**src/rtl/ball_motion_ctrl.sv**
```systemverilog
// Ball motion sequencer for the VGA playfield.
// Serve, countdown and pause are handled by a small FSM.
// In RUN the ball moves SPEED pixels per axis on each frame_tick and is
// clamped and reflected at the four playfield edges.
//
// state     | meaning
// ----------+-----------------------------------------------------------
// IDLE      | waiting for serve_req; frame ticks ignored
// COUNTDOWN | counting SERVE_FRAMES frame ticks before the ball moves
// RUN       | ball advances once per frame_tick
// PAUSED    | position frozen until the next pause_req
module ball_motion_ctrl #(
  parameter int H_ACTIVE     = 640,
  parameter int V_ACTIVE     = 480,
  parameter int BALL_SIZE    = 4,
  parameter int INIT_X       = 128,
  parameter int INIT_Y       = 128,
  parameter int SPEED        = 2,
  parameter int SERVE_FRAMES = 60
) (
  input  logic       clk,
  input  logic       reset,
  input  logic       frame_tick,
  input  logic       serve_req,
  input  logic       pause_req,
  output logic [9:0] ball_x,
  output logic [9:0] ball_y,
  output logic [1:0] state,
  output logic       bounce_h,
  output logic       bounce_v,
  output logic [7:0] bounce_count
);

  // Edge comparisons are done 11 bits wide so neither subtraction nor
  // addition can wrap around.
  localparam logic [10:0] XMAX11 = 11'(H_ACTIVE - BALL_SIZE);
  localparam logic [10:0] YMAX11 = 11'(V_ACTIVE - BALL_SIZE);
  localparam logic [10:0] SPD11  = 11'(SPEED);
  localparam logic [9:0]  INIT_X10 = 10'(INIT_X);
  localparam logic [9:0]  INIT_Y10 = 10'(INIT_Y);
  localparam logic [7:0]  SERVE8   = 8'(SERVE_FRAMES);

  typedef enum logic [1:0] {
    S_IDLE      = 2'd0,
    S_COUNTDOWN = 2'd1,
    S_RUN       = 2'd2,
    S_PAUSED    = 2'd3
  } state_t;

  state_t      r_state;
  state_t      w_state_nxt;
  logic        w_load;
  logic        w_move;
  logic        w_fc_inc;
  logic        w_fc_done;
  logic [7:0]  w_fc_next;

  logic [9:0]  r_x;
  logic [9:0]  r_y;
  logic        r_dir_x;   // 1 = moving left
  logic        r_dir_y;   // 1 = moving down
  logic        r_bh;
  logic        r_bv;
  logic [7:0]  r_cnt;
  logic [7:0]  r_fcnt;

  logic [10:0] w_x_ext;
  logic [10:0] w_y_ext;
  logic [9:0]  w_x_nxt;
  logic [9:0]  w_y_nxt;
  logic        w_hit_x;
  logic        w_hit_y;
  logic [8:0]  w_cnt_sum;
  logic [7:0]  w_cnt_nxt;

  assign w_fc_next = r_fcnt + 8'd1;
  assign w_fc_done = (w_fc_next == SERVE8);

  // State register.
  always_ff @(posedge clk or negedge reset) begin
    if (!reset) r_state <= S_IDLE;
    else        r_state <= w_state_nxt;
  end

  // Next-state and datapath control; pause_req takes priority over a
  // coincident frame_tick in RUN so that frame produces no movement.
  always_comb begin
    w_state_nxt = r_state;
    w_load      = 1'b0;
    w_move      = 1'b0;
    w_fc_inc    = 1'b0;
    case (r_state)
      S_IDLE: begin
        if (serve_req) begin
          w_state_nxt = S_COUNTDOWN;
          w_load      = 1'b1;
        end
      end
      S_COUNTDOWN: begin
        if (frame_tick) begin
          w_fc_inc = 1'b1;
          if (w_fc_done) w_state_nxt = S_RUN;
        end
      end
      S_RUN: begin
        if (pause_req)       w_state_nxt = S_PAUSED;
        else if (frame_tick) w_move      = 1'b1;
      end
      S_PAUSED: begin
        if (pause_req) w_state_nxt = S_RUN;
      end
      default: w_state_nxt = S_IDLE;
    endcase
  end

  assign w_x_ext = {1'b0, r_x};
  assign w_y_ext = {1'b0, r_y};

  // X axis step: move by SPEED, clamp at 0 / XMAX and flag a wall hit.
  always_comb begin
    w_x_nxt = r_x;
    w_hit_x = 1'b0;
    if (r_dir_x) begin
      if (w_x_ext <= SPD11) begin
        w_x_nxt = '0;
        w_hit_x = 1'b1;
      end else begin
        w_x_nxt = 10'(w_x_ext - SPD11);
      end
    end else begin
      if (w_x_ext >= XMAX11 - SPD11) begin
        w_x_nxt = XMAX11[9:0];
        w_hit_x = 1'b1;
      end else begin
        w_x_nxt = 10'(w_x_ext + SPD11);
      end
    end
  end

  // Y axis step: down is increasing Y, clamp at 0 / YMAX.
  always_comb begin
    w_y_nxt = r_y;
    w_hit_y = 1'b0;
    if (!r_dir_y) begin
      if (w_y_ext <= SPD11) begin
        w_y_nxt = '0;
        w_hit_y = 1'b1;
      end else begin
        w_y_nxt = 10'(w_y_ext - SPD11);
      end
    end else begin
      if (w_y_ext >= YMAX11 - SPD11) begin
        w_y_nxt = YMAX11[9:0];
        w_hit_y = 1'b1;
      end else begin
        w_y_nxt = 10'(w_y_ext + SPD11);
      end
    end
  end

  // Single adder of at most +2 per frame, saturating at 255.
  always_comb begin
    w_cnt_sum = {1'b0, r_cnt} + 9'(w_hit_x) + 9'(w_hit_y);
    w_cnt_nxt = (w_cnt_sum > 9'd255) ? 8'hFF : w_cnt_sum[7:0];
  end

  // Position, direction, pulse, bounce count and frame counter registers.
  always_ff @(posedge clk or negedge reset) begin
    if (!reset) begin
      r_x     <= INIT_X10;
      r_y     <= INIT_Y10;
      r_dir_x <= 1'b1;
      r_dir_y <= 1'b1;
      r_bh    <= 1'b0;
      r_bv    <= 1'b0;
      r_cnt   <= '0;
      r_fcnt  <= '0;
    end else begin
      r_bh <= 1'b0;
      r_bv <= 1'b0;
      if (w_load) begin
        r_x     <= INIT_X10;
        r_y     <= INIT_Y10;
        r_dir_x <= 1'b1;
        r_dir_y <= 1'b1;
        r_cnt   <= '0;
        r_fcnt  <= '0;
      end else begin
        if (w_fc_inc) r_fcnt <= w_fc_next;
        if (w_move) begin
          r_x     <= w_x_nxt;
          r_y     <= w_y_nxt;
          r_dir_x <= r_dir_x ^ w_hit_x;
          r_dir_y <= r_dir_y ^ w_hit_y;
          r_bh    <= w_hit_x;
          r_bv    <= w_hit_y;
          r_cnt   <= w_cnt_nxt;
        end
      end
    end
  end

  assign ball_x       = r_x;
  assign ball_y       = r_y;
  assign state        = r_state;
  assign bounce_h     = r_bh;
  assign bounce_v     = r_bv;
  assign bounce_count = r_cnt;

endmodule
```
**config.mk**
```make
export PLATFORM = sky130hd
export DESIGN_NAME = ball_motion_ctrl
export DESIGN_NICKNAME = d
export VERILOG_FILES = /design/src/rtl/ball_motion_ctrl.sv
export SDC_FILE = /design/constraint.sdc
export NUM_CORES = 1
export LEC_CHECK = 0
export BUFFER_PORTS_ARGS = -buffer_cell sky130_fd_sc_hd__buf_2
export CAP_MARGIN = 20
export CORE_UTILIZATION = 52
export CTS_CLUSTER_DIAMETER = 50
export CTS_CLUSTER_SIZE = 14
export DETAILED_ROUTE_END_ITERATION = 16
export GPL_TIMING_DRIVEN = 0
export PLACE_DENSITY = 0.76
export SLEW_MARGIN = 10
export SYNTH_ARGS = -nofsm -noshare
export SYNTH_HDL_FRONTEND = slang
export SYNTH_SLANG_ARGS = --single-unit
```
**constraint.sdc**
```tcl
create_clock -name clk -period 2.8 [get_ports clk]
set_input_delay 0.56 -clock clk [delete_from_list [all_inputs] [get_ports clk]]
set_output_delay 0.56 -clock clk [all_outputs]
set_load 0.005 [all_outputs]
```
### Word-level counts from Yosys, hierarchy flattened

Cells that the tools add are included.

| operators by class | value |
|---|---|
| reduce and logical (&&, ||, !) cells | 4 |
| add/sub/neg operators | 7 |
| eq/ne operators | 9 |
| multiplexer cells | 41 |
| order comparisons | 5 |
| bitwise gates (word level) | 2 |

Operators with widths:

| kind | count |
|---|---|
| $mux W10 | 10 |
| $mux W8 | 5 |
| $add A10 B2 Y10 const B | 2 |
| $le A10 B2 Y1 const B | 2 |
| $mux W1 | 20 |
| $sub A10 B2 Y10 const B | 2 |
| $ge A10 B10 Y1 const B | 1 |
| $ge A10 B9 Y1 const B | 1 |
| $mux W2 | 5 |
| $ne A2 B2 Y1 const B | 5 |
| $add A8 B1 Y9 | 1 |
| $add A9 B1 Y9 | 1 |
| $gt A9 B8 Y1 const B | 1 |
| $add A8 B1 Y8 const B | 1 |
| $eq A8 B6 Y1 const B | 1 |
| $pmux W2 S4 | 1 |
| $reduce_and A5 Y1 | 1 |
| $eq A2 B2 Y1 const B | 2 |
| $reduce_bool A2 Y1 | 2 |
| $eq A2 B1 Y1 const B | 1 |
| $logic_not A2 Y1 | 1 |
| $xor A1 B1 Y1 | 2 |

| word-level totals | value |
|---|---|
| output and inout port bits | 32 |
| input bits | 5 |
| bits in registers | 42 |
| word-level logic and storage cells | 77 |

### Depth between registers and ports, before layout

| logic depth | value |
|---|---|
| word-level depth | 9 |
| gate-level depth with buffers | 13 |
| mapped depth without buffers | 12 |

### Least setup slack after synthesis

No wires, ideal clock.

| timing | value |
|---|---|
| path kind | reg2reg |
| from | register r_x[8] (netlist: ball_x[8]) |
| to | register r_cnt[5] (netlist: bounce_count[5]) |
| period minus slack after synthesis | 2.959 ns |
| library setup time | 0.121 ns |
| arrival time | 2.838 ns |
| required time | 2.679 ns |
| path slack | -0.159 ns |
| buffers on the path | 1 |
| cell stages (with the launch flop) | 11 |
| cells stage by stage | dfrtp_1 > clkbuf_1 > or2_2 > a221oi_1 > a21oi_1 > fa_1 > ha_1 > and3_1 > nand3_1 > o21ai_0 > a22o_1 |

| between the ends | value |
|---|---|
| word-level cells in the longest chain between the ends | 9 |
| elaborated cells between the ends (all ways) | 11 |
| those cells by class | 2 x add/sub; 3 x order compare; 6 x mux |

Ends and longest elaborated chain:

| what | RTL line | source |
|---|---|---|
| start, declared | 58 | `logic [9:0] r_x;` |
| start signal, assigned | 191 | `r_x <= w_x_nxt;` |
| $ge A10 B10 Y1 or $le A10 B2 Y1 (tied branches) | 131, 124 |  |
| $mux W1 (on tied branches) | 131, 124 |  |
| $mux W1 (*) | 123 | `if (r_dir_x) begin` |
| $add A8 B1 Y9 (*) | 163 | `w_cnt_sum = {1'b0, r_cnt} + 9'(w_hit_x) + 9'(w_hit_y);` |
| $add A9 B1 Y9 (*) | 163 |  |
| $gt A9 B8 Y1 | 164 | `w_cnt_nxt = (w_cnt_sum > 9'd255) ? 8'hFF : w_cnt_sum[7:0];` |
| $mux W8 (*) | 164 |  |
| $mux W8 (*) | 190 | `if (w_move) begin` |
| $mux W8 (*) | 181 | `if (w_load) begin` |
| end signal, assigned | 197 | `r_cnt <= w_cnt_nxt;` |
| end, declared | 64 | `logic [7:0] r_cnt;` |

Mark *: on every way between the ends. The rest lies on a longest branch, timed or not. The select of a mux whose other input is x is not followed.
A chain may end at the register's enable or synchronous reset.

### Worst setup path after layout

| timing | value |
|---|---|
| from | register r_y[1] (netlist: ball_y[1]) |
| to | register r_cnt[5] (netlist: bounce_count[5]) |

| between the ends | value |
|---|---|
| word-level cells in the longest chain between the ends | 8 |
| elaborated cells between the ends (all ways) | 10 |
| those cells by class | 1 x add/sub; 3 x order compare; 6 x mux |

Ends and longest elaborated chain:

| what | RTL line | source |
|---|---|---|
| start, declared | 59 | `logic [9:0] r_y;` |
| start signal, assigned | 192 | `r_y <= w_y_nxt;` |
| $le A10 B2 Y1 or $ge A10 B9 Y1 (tied branches) | 145, 152 |  |
| $mux W1 (on tied branches) | 145, 152 |  |
| $mux W1 (*) | 144 | `if (!r_dir_y) begin` |
| $add A9 B1 Y9 (*) | 163 |  |
| $gt A9 B8 Y1 | 164 |  |
| $mux W8 (*) | 164 |  |
| $mux W8 (*) | 190 |  |
| $mux W8 (*) | 181 |  |

Marks and branches as above.

==> PnR_summary.wiki <==
{| class="wikitable"
! Metric !! Value
|-
| DRC errors left || 0
|-
| Starting density of the core || between 50% and 60%
|-
| Final HPWL from detailed placement || about 4700 µm
|-
| Worst reg2reg startpoint || ball_y[1]$_DFFE_PN0P_
|-
| Proportion of netlist area held by the largest area contributor || 33.0%
|-
| Relative slew margins || a little under two fifths
|-
| Final setup viols || 0
|-
| Placeable core area || approximately 0.0051 mm²
|-
| Mean area per synthesized cell || between 8 and 9 µm²
|-
| Antenna violations before repair || 0
|-
| Cell family with the largest share of critical-path delay || compound AO/OA/AOI/OAI gates
|-
| Worst Path Class, Setup || register to register
|-
| Largest stage delay on the critical path || approximately 500 ps
|-
| Layout Nets || between 300 and 400
|-
| Post-DRT Antenna Nets || 0
|-
| DRC marker count from the first detailed-route iteration || between 200 and 250
|-
| Post-synth EDFFs || 0
|-
| Number of global-route vias before repair || between 2,000 and 2,500
|-
| Async set-or-reset flop fraction in the synthesized netlist || between 90% and 100%
|-
| Maximum number of pins on one net before global-route repair || 41
|-
| Cell with the biggest individual delay on the critical path || dfrtp_1
|-
| Number of distinct library cells after synthesis || 63
|-
| Maximum clock frequency || between 300 and 400 MHz
|-
| Final clock period utilization by the worst path || between 90% and 100%
|-
| Drt total wl || 7350 µm
|-
| Port-buffer cells || 34
|-
| Setup TNS || 0 ps
|-
| Number of hold violations in the final report || 0
|-
| All-Layer GR Usage || 26.8%
|-
| Cell row count || 26
|-
| Gate Count Post-Synth || about 330
|-
| Clock tree from TritonCTS || yes
|-
| Critical Path End Type || register
|-
| Count of hold buffers inserted by post-cts repair || 0
|-
| Chain of cells forming the critical path || o211a_1 > o21a_1 > nor3_4 > nor2_2 > fa_2 > ha_4 > and3_4 > nand3_2 > o21ai_0 > a22o_1
|-
| Area of the mapped netlist || ~0.0027 mm²
|-
| Clock H-tree levels || 2
|-
| Layer with the highest usage after global routing || met2
|-
| Internal Power || 960 µW
|-
| Die boundary height || between 70 and 80 µm
|-
| Clk_lat worst skew || 290 ps
|-
| Clock input transition at the sequential cells of the worst setup and hold paths || 80 ps
|-
| Critical Path Fanout Max || 10
|-
| DR pass1 iterations || 5
|-
| Leading area contributor after synthesis || dfrtp_1
|-
| Final WS setup || 54.7 ps
|-
| Dominant cell by count in the synthesized netlist || dfrtp_1
|-
| Worst Setup SP || ball_y[1]$_DFFE_PN0P_
|-
| Slew of the pin with the lowest slew margin || 928 ps
|-
| Combinational group share of total power || roughly 15%
|-
| First-pass GRT wire length || approximately 11,000 µm
|-
| Die Wd || about 74 µm
|-
| Clock skew after layout || 5.45 ps
|-
| PwrDens || about 400 mW/mm²
|-
| Buffers and inverters on the worst path || 0
|-
| Synth Register Bits || 40
|-
| Global-route track usage on met1 || between 30% and 40%
|-
| Gp weighted congestion || about 0.87
|-
| CTS sink count || 40
|-
| Result of the run || finished, final reports clean
|-
| Static Leak || roughly 1.4 nW
|-
| Leading post-synthesis cells by instance count || 36 x dfrtp_1, 30 x o21ai_0, 25 x nand2_1
|-
| Fill cell count || 425
|-
| Core Util, Final || 65.1%
|-
| ANT cells || 0
|-
| Startpoint Class || register
|-
| Final Max Slew Viols || 0
|-
| Post-synthesis sequential area ratio || around 37%
|-
| Met2 Usage GRT || between 40 and 50%
|-
| Leftover overflow at the end of global routing || 0
|-
| Placement Setup Slack || -577 ps
|-
| Sequential cell area || between 0.001 and 0.0015 mm²
|-
| Switching component of the power || ~360 µW
|-
| Per-cell routed wire length || approximately 16 µm
|-
| Worst vdd rail ir drop || a little over 0.3 mV
|-
| Met3 layer usage reported by global route || about 4.3%
|-
| Max-cap check violation count || 0
|-
| Sw frac || between 20% and 30%
|-
| Hold/Removal Path Class || primary input to asynchronous set/reset pin
|-
| CP required || 2990 ps
|-
| Worst path arrival time || between 2000 and 3000 ps
|-
| Vias || around 2,800
|-
| Sequential power share || 48.9%
|-
| Count of warnings emitted by yosys || 0
|-
| Share of total power in the clock network || between 30% and 40%
|-
| CTS Buf Count || 5
|-
| I/O pins || 37
|-
| Minimum clock period || between 2000 and 3000 ps
|-
| Number of buffers on the longest clock path || 2
|-
| Clock Tree Root || clkbuf_8
|-
| Area of the die || approximately 0.0055 mm²
|-
| Area Overhead vs Synth || 20.9%
|-
| Most common flop cell mapped by yosys || dfrtp_1
|-
| Layout cells sized above 1 || 24.5%
|-
| Vias per cell || around 6.3
|-
| Area of the multi-input gates || ~0.0017 mm²
|-
| Cell types occupying the most area after synthesis || dfrtp_1 33%, o21ai_0 5.5%, a21oi_1 3.8%, dfstp_2 3.8%, ha_1 3.7%
|}
logic make-up after synthesis:
logic type	share of synthesized area, %
buffers and inverters	4.99
multiplexers	0.366
AND/OR/NAND/NOR	23.8
adder cells (fa/ha/maj)	4.40
other	0.137
XOR/XNOR	2.24
AO/OA/AOI/OAI	27.3
flip-flops	36.8
placed cells by master, fill, tap and decap left out, types with 5 or more instances in the layout:
cell,count
o21ai_0,30
nand2b_1,6
dfrtp_1,31
clkbuf_1,16
ha_1,7
nand4_1,5
nand2_1,24
a21oi_1,20
dfrtp_2,5
inv_1,10
buf_4,12
a31oi_1,8
nor2_1,20
buf_2,35
nand3_1,19
and3_1,8
nor3_1,10
clkbuf_8,5
per-layer routing:
layer / part of all wire [%] / vias up
met4: 1.2 / 0
li1: - / 1321
met3: 5.6 / 15
met5: 0 / -
met1: 45 / 1361
met2: 48 / 132
per-stage QoR:
step	area, µm²	std cells	hold WS, ps	power [mW]
detailed placement	3020	433	504	0.830
global route	3300	446	485	1.39
finish	3300	446	394	1.32
CTS	3230	441	439	1.32
floorplan	2760	329	264	0.771
global placement	3020	433	504	0.824
registers in the layout, summed over array words and instances (netlist names):
name          count
bounce_count      8
bounce_h          1
r_fcnt            8
ball_y            9
r_dir_x           1
state             2
r_dir_y           1
ball_x            9
bounce_v          1
power by group through the flow:
stage | registers (mW) | logic, mW | clock network (mW)
final | 0.646 | 0.201 | 0.475
after global routing | 0.652 | 0.226 | 0.509
after CTS | 0.645 | 0.189 | 0.484
after detailed placement | 0.655 | 0.175 | 0
after global placement | 0.654 | 0.169 | 0
after floorplan | 0.647 | 0.124 | 0
final timing paths:
path | end | slack [ps] | depth (start not counted)
max in group asynchronous | ball_y[6]$_DFFE_PN0P_ | 1770 | 1
min in group clk | r_fcnt[6]$_DFFE_PN0P_ | 520 | 1
min | ball_x[9]$_DFFE_PN0P_ | 390 | 1
max reg2reg | bounce_count[5]$_DFFE_PN0P_ | 50 | 10
max | bounce_count[5]$_DFFE_PN0P_ | 50 | 10
min reg2reg | r_fcnt[6]$_DFFE_PN0P_ | 520 | 1
layout make-up:
class | instances | area share (%)
buffer | 19 | 2.54
clock buffer | 6 | 2.20
clock inverter | 2 | 1.06
inverter | 10 | 1.14
multi-input combinational | 255 | 52.4
sequential | 40 | 30.6
tap | 70 | 2.65
timing repair buffer | 44 | 7.42
repair_timing:
action	CTS	global route
setup buffers	5	5
pin swaps	3	3
endpoints found under the setup margin	8	4
resized for setup	18	8
Power figures use the tool's default switching activity.
